**config.mk**
```make
export PLATFORM = sky130hd
export DESIGN_NAME = riscv_i32_trace_buffer
export DESIGN_NICKNAME = d
export VERILOG_FILES = /design/src/rtl/riscv_i32_trace_buffer.sv
export SDC_FILE = /design/constraint.sdc
export NUM_CORES = 1
export LEC_CHECK = 0
export CELL_PAD_IN_SITES_DETAIL_PLACEMENT = 1
export CELL_PAD_IN_SITES_GLOBAL_PLACEMENT = 1
export CORE_MARGIN = 1.5
export CORE_UTILIZATION = 45
export CTS_BUF_LIST = sky130_fd_sc_hd__clkbuf_16
export DETAILED_ROUTE_END_ITERATION = 6
export DONT_BUFFER_PORTS = 1
export PLACE_DENSITY_LB_ADDON = 0.1
export SLEW_MARGIN = 20
export SYNTH_ARGS = -nofsm -noshare
export SYNTH_HDL_FRONTEND = slang
export SYNTH_SLANG_ARGS = --single-unit
```
**constraint.sdc**
```tcl
create_clock -name clk -period 9.4 [get_ports clk]
set_input_delay 0.47 -clock clk [delete_from_list [all_inputs] [get_ports clk]]
set_output_delay 0.47 -clock clk [all_outputs]
set_load 0.05 [all_outputs]
```
**src/rtl/riscv_i32_trace_buffer.sv**
```systemverilog
// Compressed retirement-trace capture: folds sequential retires into a count and
// writes only control-flow discontinuities into a small FIFO drained by the debug module.
module riscv_i32_trace_buffer #(
    parameter int DEPTH_LOG2  = 4,
    parameter int COUNT_WIDTH = 8
) (
    input  logic                   clk,
    input  logic                   reset,
    input  logic                   riscv_clk_enable,
    input  logic                   trace__instr_valid,
    input  logic [2:0]             trace__mode,
    input  logic [31:0]            trace__instr_pc,
    input  logic                   trace__branch_taken,
    input  logic [31:0]            trace__branch_target,
    input  logic                   trace__trap,
    input  logic                   trace__ret,
    input  logic                   trace__jalr,
    input  logic                   trace__bkpt_valid,
    input  logic                   cfg_enable,
    input  logic [7:0]             cfg_mode_mask,
    input  logic                   cfg_stop_on_bkpt,
    input  logic                   ctl_clear,
    output logic                   rd_valid,
    input  logic                   rd_ready,
    output logic [1:0]             rd_kind,
    output logic [COUNT_WIDTH-1:0] rd_count,
    output logic [31:0]            rd_addr,
    output logic [DEPTH_LOG2:0]    occupancy,
    output logic                   overflow,
    output logic [1:0]             state
);
    localparam int DEPTH = 1 << DEPTH_LOG2;
    localparam logic [COUNT_WIDTH-1:0] CMAX     = '1;
    localparam logic [COUNT_WIDTH-1:0] SEQ_ONE  = COUNT_WIDTH'(1);
    localparam logic [COUNT_WIDTH-1:0] CMAX_M1  = CMAX - SEQ_ONE;
    localparam logic [DEPTH_LOG2:0]    FULL_OCC = (DEPTH_LOG2 + 1)'(DEPTH);
    localparam logic [DEPTH_LOG2:0]    OCC_ONE  = (DEPTH_LOG2 + 1)'(1);
    localparam logic [DEPTH_LOG2-1:0]  PTR_ONE  = DEPTH_LOG2'(1);

    localparam logic [1:0] K_SYNC   = 2'd0;
    localparam logic [1:0] K_BRANCH = 2'd1;
    localparam logic [1:0] K_TRAP   = 2'd2;
    localparam logic [1:0] K_COUNT  = 2'd3;

    typedef enum logic [1:0] {
        ST_IDLE    = 2'd0,
        ST_SYNC    = 2'd1,
        ST_RUN     = 2'd2,
        ST_STOPPED = 2'd3
    } state_e;

    typedef struct packed {
        logic [1:0]             kind;
        logic [COUNT_WIDTH-1:0] count;
        logic [31:0]            addr;
    } entry_t;

    entry_t                  mem_q [DEPTH];
    logic [DEPTH_LOG2-1:0]   wr_ptr_q, rd_ptr_q;
    logic [DEPTH_LOG2:0]     occ_q, occ_d;
    logic                    ovf_q;
    logic [COUNT_WIDTH-1:0]  seq_q, seq_d;
    state_e                  state_q, state_d;

    logic   qual, unqual, bkpt_stop, full, pop;
    logic   wr_req, wr_drop, wr_do;
    entry_t wr_entry, head;

    assign qual      = riscv_clk_enable & trace__instr_valid &  cfg_mode_mask[trace__mode];
    assign unqual    = riscv_clk_enable & trace__instr_valid & ~cfg_mode_mask[trace__mode];
    assign bkpt_stop = riscv_clk_enable & trace__bkpt_valid & cfg_stop_on_bkpt;
    assign full      = (occ_q == FULL_OCC);
    assign rd_valid  = (occ_q != '0);
    assign pop       = rd_valid & rd_ready;
    assign wr_do     = wr_req & ~wr_drop;

    always_comb begin
        state_d  = state_q;
        seq_d    = seq_q;
        wr_req   = 1'b0;
        wr_drop  = 1'b0;
        wr_entry = '0;
        case (state_q)
            ST_IDLE: begin
                if (cfg_enable) state_d = ST_SYNC;
            end
            ST_SYNC: begin
                if (!cfg_enable) begin
                    state_d = ST_IDLE;
                end else if (qual) begin
                    wr_req   = 1'b1;
                    wr_entry = '{kind: K_SYNC, count: '0, addr: trace__instr_pc};
                    seq_d    = '0;
                    state_d  = ST_RUN;
                end
            end
            ST_RUN: begin
                if (!cfg_enable) begin
                    // Disable wins over any same-cycle retire; pending count loses its PC.
                    if (seq_q != '0) begin
                        wr_req   = 1'b1;
                        wr_entry = '{kind: K_COUNT, count: seq_q, addr: 32'h0};
                    end
                    seq_d   = '0;
                    state_d = ST_IDLE;
                end else begin
                    if (qual) begin
                        if (trace__trap || trace__ret) begin
                            wr_req   = 1'b1;
                            wr_entry = '{kind: K_TRAP, count: seq_q + SEQ_ONE, addr: trace__branch_target};
                            seq_d    = '0;
                        end else if (trace__branch_taken || trace__jalr) begin
                            wr_req   = 1'b1;
                            wr_entry = '{kind: K_BRANCH, count: seq_q + SEQ_ONE, addr: trace__branch_target};
                            seq_d    = '0;
                        end else if (seq_q == CMAX_M1) begin
                            wr_req   = 1'b1;
                            wr_entry = '{kind: K_COUNT, count: CMAX, addr: trace__instr_pc};
                            seq_d    = '0;
                        end else begin
                            seq_d = seq_q + SEQ_ONE;
                        end
                    end else if (unqual) begin
                        if (seq_q != '0) begin
                            wr_req   = 1'b1;
                            wr_entry = '{kind: K_COUNT, count: seq_q, addr: trace__instr_pc};
                        end
                        seq_d   = '0;
                        state_d = ST_SYNC;
                    end
                    // Breakpoint flushes whatever count survived this cycle's retire.
                    if (bkpt_stop) begin
                        if (!wr_req && seq_d != '0) begin
                            wr_req   = 1'b1;
                            wr_entry = '{kind: K_COUNT, count: seq_d, addr: trace__instr_pc};
                        end
                        seq_d   = '0;
                        state_d = ST_STOPPED;
                    end
                end
            end
            ST_STOPPED: begin
                if (!cfg_enable) state_d = ST_IDLE;
            end
            default: state_d = ST_IDLE;
        endcase
        // A dropped entry breaks the trace, so force a resync once space frees up.
        wr_drop = wr_req & full & ~pop;
        if (wr_drop) begin
            seq_d   = '0;
            state_d = ST_SYNC;
        end
    end

    always_comb begin
        occ_d = occ_q;
        if (wr_do && !pop)      occ_d = occ_q + OCC_ONE;
        else if (!wr_do && pop) occ_d = occ_q - OCC_ONE;
    end

    always_ff @(posedge clk or posedge reset) begin
        if (reset) begin
            wr_ptr_q <= '0;
            rd_ptr_q <= '0;
            occ_q    <= '0;
            ovf_q    <= 1'b0;
            seq_q    <= '0;
            state_q  <= ST_IDLE;
        end else if (ctl_clear) begin
            wr_ptr_q <= '0;
            rd_ptr_q <= '0;
            occ_q    <= '0;
            ovf_q    <= 1'b0;
            seq_q    <= '0;
            state_q  <= cfg_enable ? ST_SYNC : ST_IDLE;
        end else begin
            if (wr_do) wr_ptr_q <= wr_ptr_q + PTR_ONE;
            if (pop)   rd_ptr_q <= rd_ptr_q + PTR_ONE;
            if (wr_drop) ovf_q <= 1'b1;
            occ_q   <= occ_d;
            seq_q   <= seq_d;
            state_q <= state_d;
        end
    end

    always_ff @(posedge clk) begin
        if (wr_do && !ctl_clear) mem_q[wr_ptr_q] <= wr_entry;
    end

    assign head      = mem_q[rd_ptr_q];
    assign rd_kind   = rd_valid ? head.kind  : '0;
    assign rd_count  = rd_valid ? head.count : '0;
    assign rd_addr   = rd_valid ? head.addr  : '0;
    assign occupancy = occ_q;
    assign overflow  = ovf_q;
    assign state     = state_q;

endmodule
```
-- After elaboration in Yosys (flattened, before gate mapping)
Memory sizes are Yosys's and may differ from the RTL's.
Index checks and enable logic that the tools add are counted.
- flip-flop bits (word level): 24
- bits in latches: 0
- memory bits (writable): 672
- bits in read-only memories: 0
- input bits: 88
- word-level logic and storage cells: 127
- memories: 1
- memories (memory ; depth ; bits a word ; read ports ; clocked after Yosys merged registers in ; wr ports ; line ; text):
    mem_q ; 16 ; 42 ; 1 ; 0 ; 1 ; 58 ; entry_t mem_q [DEPTH];
- add/sub/neg operators: 5
- multiply operators: 0
- div/mod/pow operators: 0
- magnitude comparators: 1
- equal/unequal tests: 12
- shifts and indexed selects: 0
- mux-type cells: 69
- bitwise logic cells: 12
- reductions and logical operators: 21
- operators by type and width (kind ; number):
    2-to-1 mux 42 bit ; 10
    2-to-1 mux 8 bit ; 14
    2-to-1 mux 32 bit ; 3
    one-hot mux 42 bit (2 select lines) ; 1
    2-to-1 mux 2 bit ; 11
    2-to-1 mux 1 bit ; 19
    2-to-1 mux 4 bit ; 4
    != test 4 bit (second input constant) ; 4
    one-hot mux 8 bit (2 select lines) ; 1
    nonzero test 8 bit ; 2
    2-to-1 mux 5 bit ; 3
    != test 6 bit (second input constant) ; 2
    AND 1 bit ; 9
    adder 4 x 1 -> 4 bit (second input constant) ; 2
    adder 8 x 1 -> 8 bit (second input constant) ; 1
    equality test 8 bit (second input constant) ; 1
    one-hot mux 2 bit (4 select lines) ; 1
    nonzero test 2 bit ; 3
    adder 5 x 1 -> 5 bit (second input constant) ; 1
    equality test 5 bit (second input constant) ; 1
    != test 5 bit (second input constant) ; 1
    AND reduction 5 bit ; 1
    nonzero test 5 bit ; 1
    subtractor 5 x 1 -> 5 bit (second input constant) ; 1
    other kinds (13) ; 23

-- Logic depth before layout (Yosys ltp)
- depth after elaboration: 23
- mapped depth: 18
- depth with buffers taken out: 15

-- Worst setup path after synthesis
No wires, ideal clock.
- path type: register -> register
- start point: register seq_q[0]
- end point: memory mem_q[6][0] in the netlist's numbering, enable pin
- setup time: 0.561 ns
- data arrival time: 6.814 ns
- path slack: 2.025 ns
- stages on the path, launching flop included: 12
- period minus slack after synthesis: 7.375 ns
- path through: dfrtp_1 clkbuf_1 inv_1 ha_1 nand4_1 nor2_1 or3_1 buf_2 a311o_4 a31oi_4 nand3_2 nor4b_1
- longest elaborated chain between the ends: 20
- elaborated cells between the ends (all ways): 32
- classes of those cells: add/sub (1); eq/ne (1); mux (21); bitwise (4); reduce/logical (5)
- ends and longest elaborated chain (item ; line ; text):
    start, declared ; 62 ; logic [COUNT_WIDTH-1:0] seq_q, seq_d;
    start signal, assigned ; 181 ; seq_q <= seq_d;
    adder 8 x 1 -> 8 bit or equality test 8 bit (tied branches) ; 121, 116 ;
    2-to-1 mux 8 bit or 2-to-1 mux 1 bit (tied branches) ; 116 ; end else if (seq_q == CMAX_M1) begin
    2-to-1 mux 8 bit or 2-to-1 mux 1 bit (tied branches) ; 112 ; end else if (trace__branch_taken || trace__jalr) begin
    2-to-1 mux 8 bit or 2-to-1 mux 1 bit (tied branches) ; 108 ; if (trace__trap || trace__ret) begin
    2-to-1 mux 8 bit or 2-to-1 mux 1 bit (tied branches) ; 107 ; if (qual) begin
    2-to-1 mux 8 bit or 2-to-1 mux 1 bit (tied branches) ; 98 ; if (!cfg_enable) begin
    2-to-1 mux 8 bit or 2-to-1 mux 1 bit (tied branches) ; 83 ; case (state_q)
    nonzero test 8 bit or zero test 1 bit (tied branches) ; 133 ; if (!wr_req && seq_d != '0) begin
    [... 3 more ...] ; - ;
    2-to-1 mux 1 bit (*) ; 98 ;
    one-hot mux 1 bit (2 select lines) (*) ; 83 ;
    AND 1 bit (2 in series) ; 148 ; wr_drop = wr_req & full & ~pop;
    inverter 1 bit ; 75 ; assign wr_do = wr_req & ~wr_drop;
    AND 1 bit (*) ; 75 ;
    logical AND 1 bit (*) ; 187 ; if (wr_do && !ctl_clear) mem_q[wr_ptr_q] <= wr_entry;
    2-to-1 mux 1 bit (*) ; 187 ;
    2-to-1 mux 1 bit (not written as such) (*) ; 187 ;
    end, declared ; 58 ;
Every way passes the cells marked *; elsewhere a longest branch is shown, timed or not. The select of a mux whose other input is x is not followed.

-- Final worst setup path
- start point: register seq_q[0]
- end point: memory mem_q[14][20] in the netlist's numbering, enable pin
The elaborated chain is that of the path after synthesis.

==> results by group <==
GRT
  • First-pass GRT wire length: 98500 microns
  • Initial antenna violation count: 0
  • Met1 Use GR: 30.3%
  • Vias in the first global route: 14600
  • GRT Total Usage: 21.3%
  • Largest net degree at the start of global routing: 158
  • Met2 usage: 34.5%
  • Global route hottest layer: met2
  • GR Util met3: 2.94%
  • GR Overflow Total: 0

Floorplanning
  • Floorplan core area: 61800 sq um
  • Initial core utilization: 45.7%
  • I/O pin count: 139
  • Die Height: 254 microns
  • Die ar.: 64300 sq um
  • Die W: 254 microns
  • FP Rows: 91

Drt
  • Vias per std cell: 5.94
  • Vias after detailed routing: 13500
  • Drt pass-1 iters: 5
  • WL final: 66400 microns
  • Final antenna-violating net count: 0
  • Initial drt markers: 979
  • DR DRC count: 0
  • Routed length per instance: 29.2 microns

Synthesis
  • Synth Register Bits: 696
  • Syn nets: 1458
  • Area of the mapped netlist: 28200 sq um
  • Top FF cell, synth: edfxtp_1
  • Post-synthesis sequential area ratio: 73.6%
  • Synth cell types: 66
  • Mean Syn Cell Area: 20.9 sq um
  • Fraction of registers with async set/reset: 3.45%
  • Gate Count Post-Synth: 1352
  • Ys Warns: 0
  • Synth top area cells: edfxtp_1 71%, mux4_2 17%, dfrtp_1 2.1%
  • EDFF count, synth: 672
  • Area leader, netlist: edfxtp_1
  • Top-area cell type share of the netlist area: 71.4%

Worst setup path
  • Critical path data required time: 9640 ps
  • Cell chain of the critical path: inv_1 -> ha_1 -> nand4_1 -> nor2_1 -> or3_1 -> a311o_4 -> a31oi_4 -> nand3_2 -> nor2_4 -> buf_4
  • CP peak stage delay: 810 ps
  • Crit Path Max Fanout: 24
  • Setup CP Type: flop to flop
  • CP max-delay cell: nor2_4
  • CP Launch Type: flop
  • Critical path endpoint category: flop
  • CP Data Arrival Time: 4930 ps

Clock tree
  • CTS root buffer: clkbuf_16
  • CTS buffer count: 73
  • Clock-pin slew on the worst setup and hold paths: 60 ps
  • H-tree depth: 3
  • Resize count post-CTS: 0
  • Clock Sinks: 696
  • Worst-skew pair later-pin latency: 610 ps
  • Clock Path Buffers: 3
  • TritonCTS clock tree: built

Timing
  • Min Tclk post-route: 4690 ps
  • Clock Skews: 18.8 ps
  • Tightest Pin Transition: 1060 ps
  • Fin. max-slew vios: 0
  • Setup ws final: 4710 ps
  • Fin. Hold Viols: 0
  • Sum of negative setup slack: 0 ps
  • Relative slew slack: 29.3%
  • Maximum clock rate: 213 MHz
  • RSZ-0062 raised after global routing: false
  • Setup violations, final: 0
  • Fin crit share: 49.9%

Layout
  • Most common cell after layout, fill and taps aside: edfxtp_1
  • Layout area overhead: 12.5%
  • FF/Latch Area: 20800 sq um
  • Share of cells above drive strength 1: 27.1%
  • Ant diodes: 0
  • Nets@finish: 1486
  • Fillcell total: 5407
  • Most frequent cells in the layout: 672 x edfxtp_1, 211 x mux4_2, 73 x clkbuf_16
  • Area of the multi-input gates: 7240 sq um
  • Final Instance Area: 31800 sq um

Placement
  • PortBufs: 0
  • Post-placement cell area: 29400 sq um
  • Post-place setup slack: 4480 ps
  • DP HPWL: 34800 microns
  • Gpl congestion: 0.828

Pwr
  • PwrDens: 242 nW/um^2
  • Peak VDD IR: 0.174 mV
  • LEAKAGE: 9.87 nW

Min path
  • Hold Path Class: input pin to flop

Job
  • Max_cap viols: 0

Status
  • Run status: finished, final reports clean
## logic make-up (layout without fill, tap and decap cells)
group | count (synthesis) | in the layout | synth area share, %
buffers and inverters | 93 | 177 | 1.27
XOR/XNOR | 13 | 13 | 0.403
flip-flops | 696 | 696 | 73.6
adder cells (fa/ha/maj) | 18 | 18 | 0.824
AO/OA/AOI/OAI | 120 | 120 | 3.26
multiplexers | 218 | 218 | 17.2
AND/OR/NAND/NOR | 194 | 194 | 3.53
## area by class of cell
cell class,instances,area share (%)
Clock buffer,73,5.75
Clock inverter,58,1.74
Inverter,15,0.177
Multi-Input combinational cell,563,22.8
Sequential cell,696,65.4
Tap cell,837,3.30
Timing Repair Buffer,31,0.827
## flip-flops by register name (all words and copies together), names as in the netlist
name / cells
mem_q: 672
seq_q: 8
occupancy: 5
rd_ptr_q: 4
wr_ptr_q: 4
state: 2
overflow: 1
## stage by stage
| step | hold WS [ps] | total power, mW | util, % | cells |
|---|---|---|---|---|
| global route | 74.2 | 7.94 | 51.4 | 2273 |
| global placement | 455 | 4.91 | 47.5 | 2140 |
| detailed placement | 460 | 4.92 | 47.5 | 2140 |
| CTS | 67.8 | 7.79 | 51.4 | 2273 |
| floorplan | 485 | 4.63 | - | 1352 |
| finish | 103 | 7.68 | 51.4 | 2273 |
## critical path, delay by kind of cell, from the launching register on
kind | cells | cell delay [ps]
and+or+nand+nor | 5 | 2000
AOI/OAI and AO/OA | 2 | 760
buffers and inverters | 2 | 750
DFF | 1 | 540
adders and majority gates | 1 | 240
## Yosys cell counts, types with 2 or more instances
| library cell | number |
|---|---|
| nand3_1 | 12 |
| mux2i_1 | 3 |
| nor2b_1 | 4 |
| o21a_1 | 3 |
| and2_1 | 48 |
| a22o_1 | 35 |
| xnor2_1 | 5 |
| o22ai_1 | 5 |
| nand2_1 | 41 |
| buf_1 | 18 |
| a21oi_1 | 20 |
| nor4_1 | 5 |
| inv_1 | 15 |
| o31ai_1 | 7 |
| nor2_1 | 48 |
| and3_1 | 5 |
| or2_2 | 2 |
| o21ai_0 | 11 |
| a221oi_1 | 3 |
| a21o_1 | 2 |
| xor2_1 | 8 |
| nor3_1 | 10 |
| nor4b_1 | 2 |
| ha_1 | 17 |
| dfrtp_1 | 24 |
| mux4_2 | 211 |
| o21bai_1 | 3 |
| buf_2 | 5 |
| nand3b_1 | 3 |
| nand4_1 | 2 |
| edfxtp_1 | 672 |
| a31oi_1 | 4 |
| o31a_1 | 2 |
| o21ai_1 | 9 |
| or3_1 | 4 |
| clkbuf_1 | 54 |
## report_power, final
| part | internal, mW | switching (mW) | total [mW] |
|---|---|---|---|
| clock | 1.67 | 1.19 | 2.87 |
| combinational | 0.499 | 0.840 | 1.34 |
| sequential | 3.38 | 0.100 | 3.48 |
| total | 5.55 | 2.13 | 7.68 |
## worst paths after layout
kind	slack (ps)	start	endpoint	depth (start not counted)
max in group asynchronous	8720	reset	rd_ptr_q[2]	3
worst max register to register	4710	seq_q[0]	mem_q[14][20]	10
worst min register to register	630	wr_ptr_q[0]	wr_ptr_q[0]	2
worst max-delay path	4710	seq_q[0]	mem_q[14][20]	10
worst min-delay path	100	cfg_enable	state[0]	2
min in group asynchronous	390	reset	occupancy[3]	3
## per-layer routing
layer | share of wire, % | vias up
met4 | 2.0 | 0
met2 | 49 | 371
met3 | 4.7 | 72
met5 | 0 | -
li1 | - | 5719
met1 | 44 | 7333
## what timing repair did
action | 4_1_cts | 5_1_grt
endpoints found under the hold margin | 37 | 0
hold buffers | 2 | 0
setup buffers | 0 | 0
setup endpoints to repair | 0 | 0
Note: power is estimated with default switching activity, not from simulation.
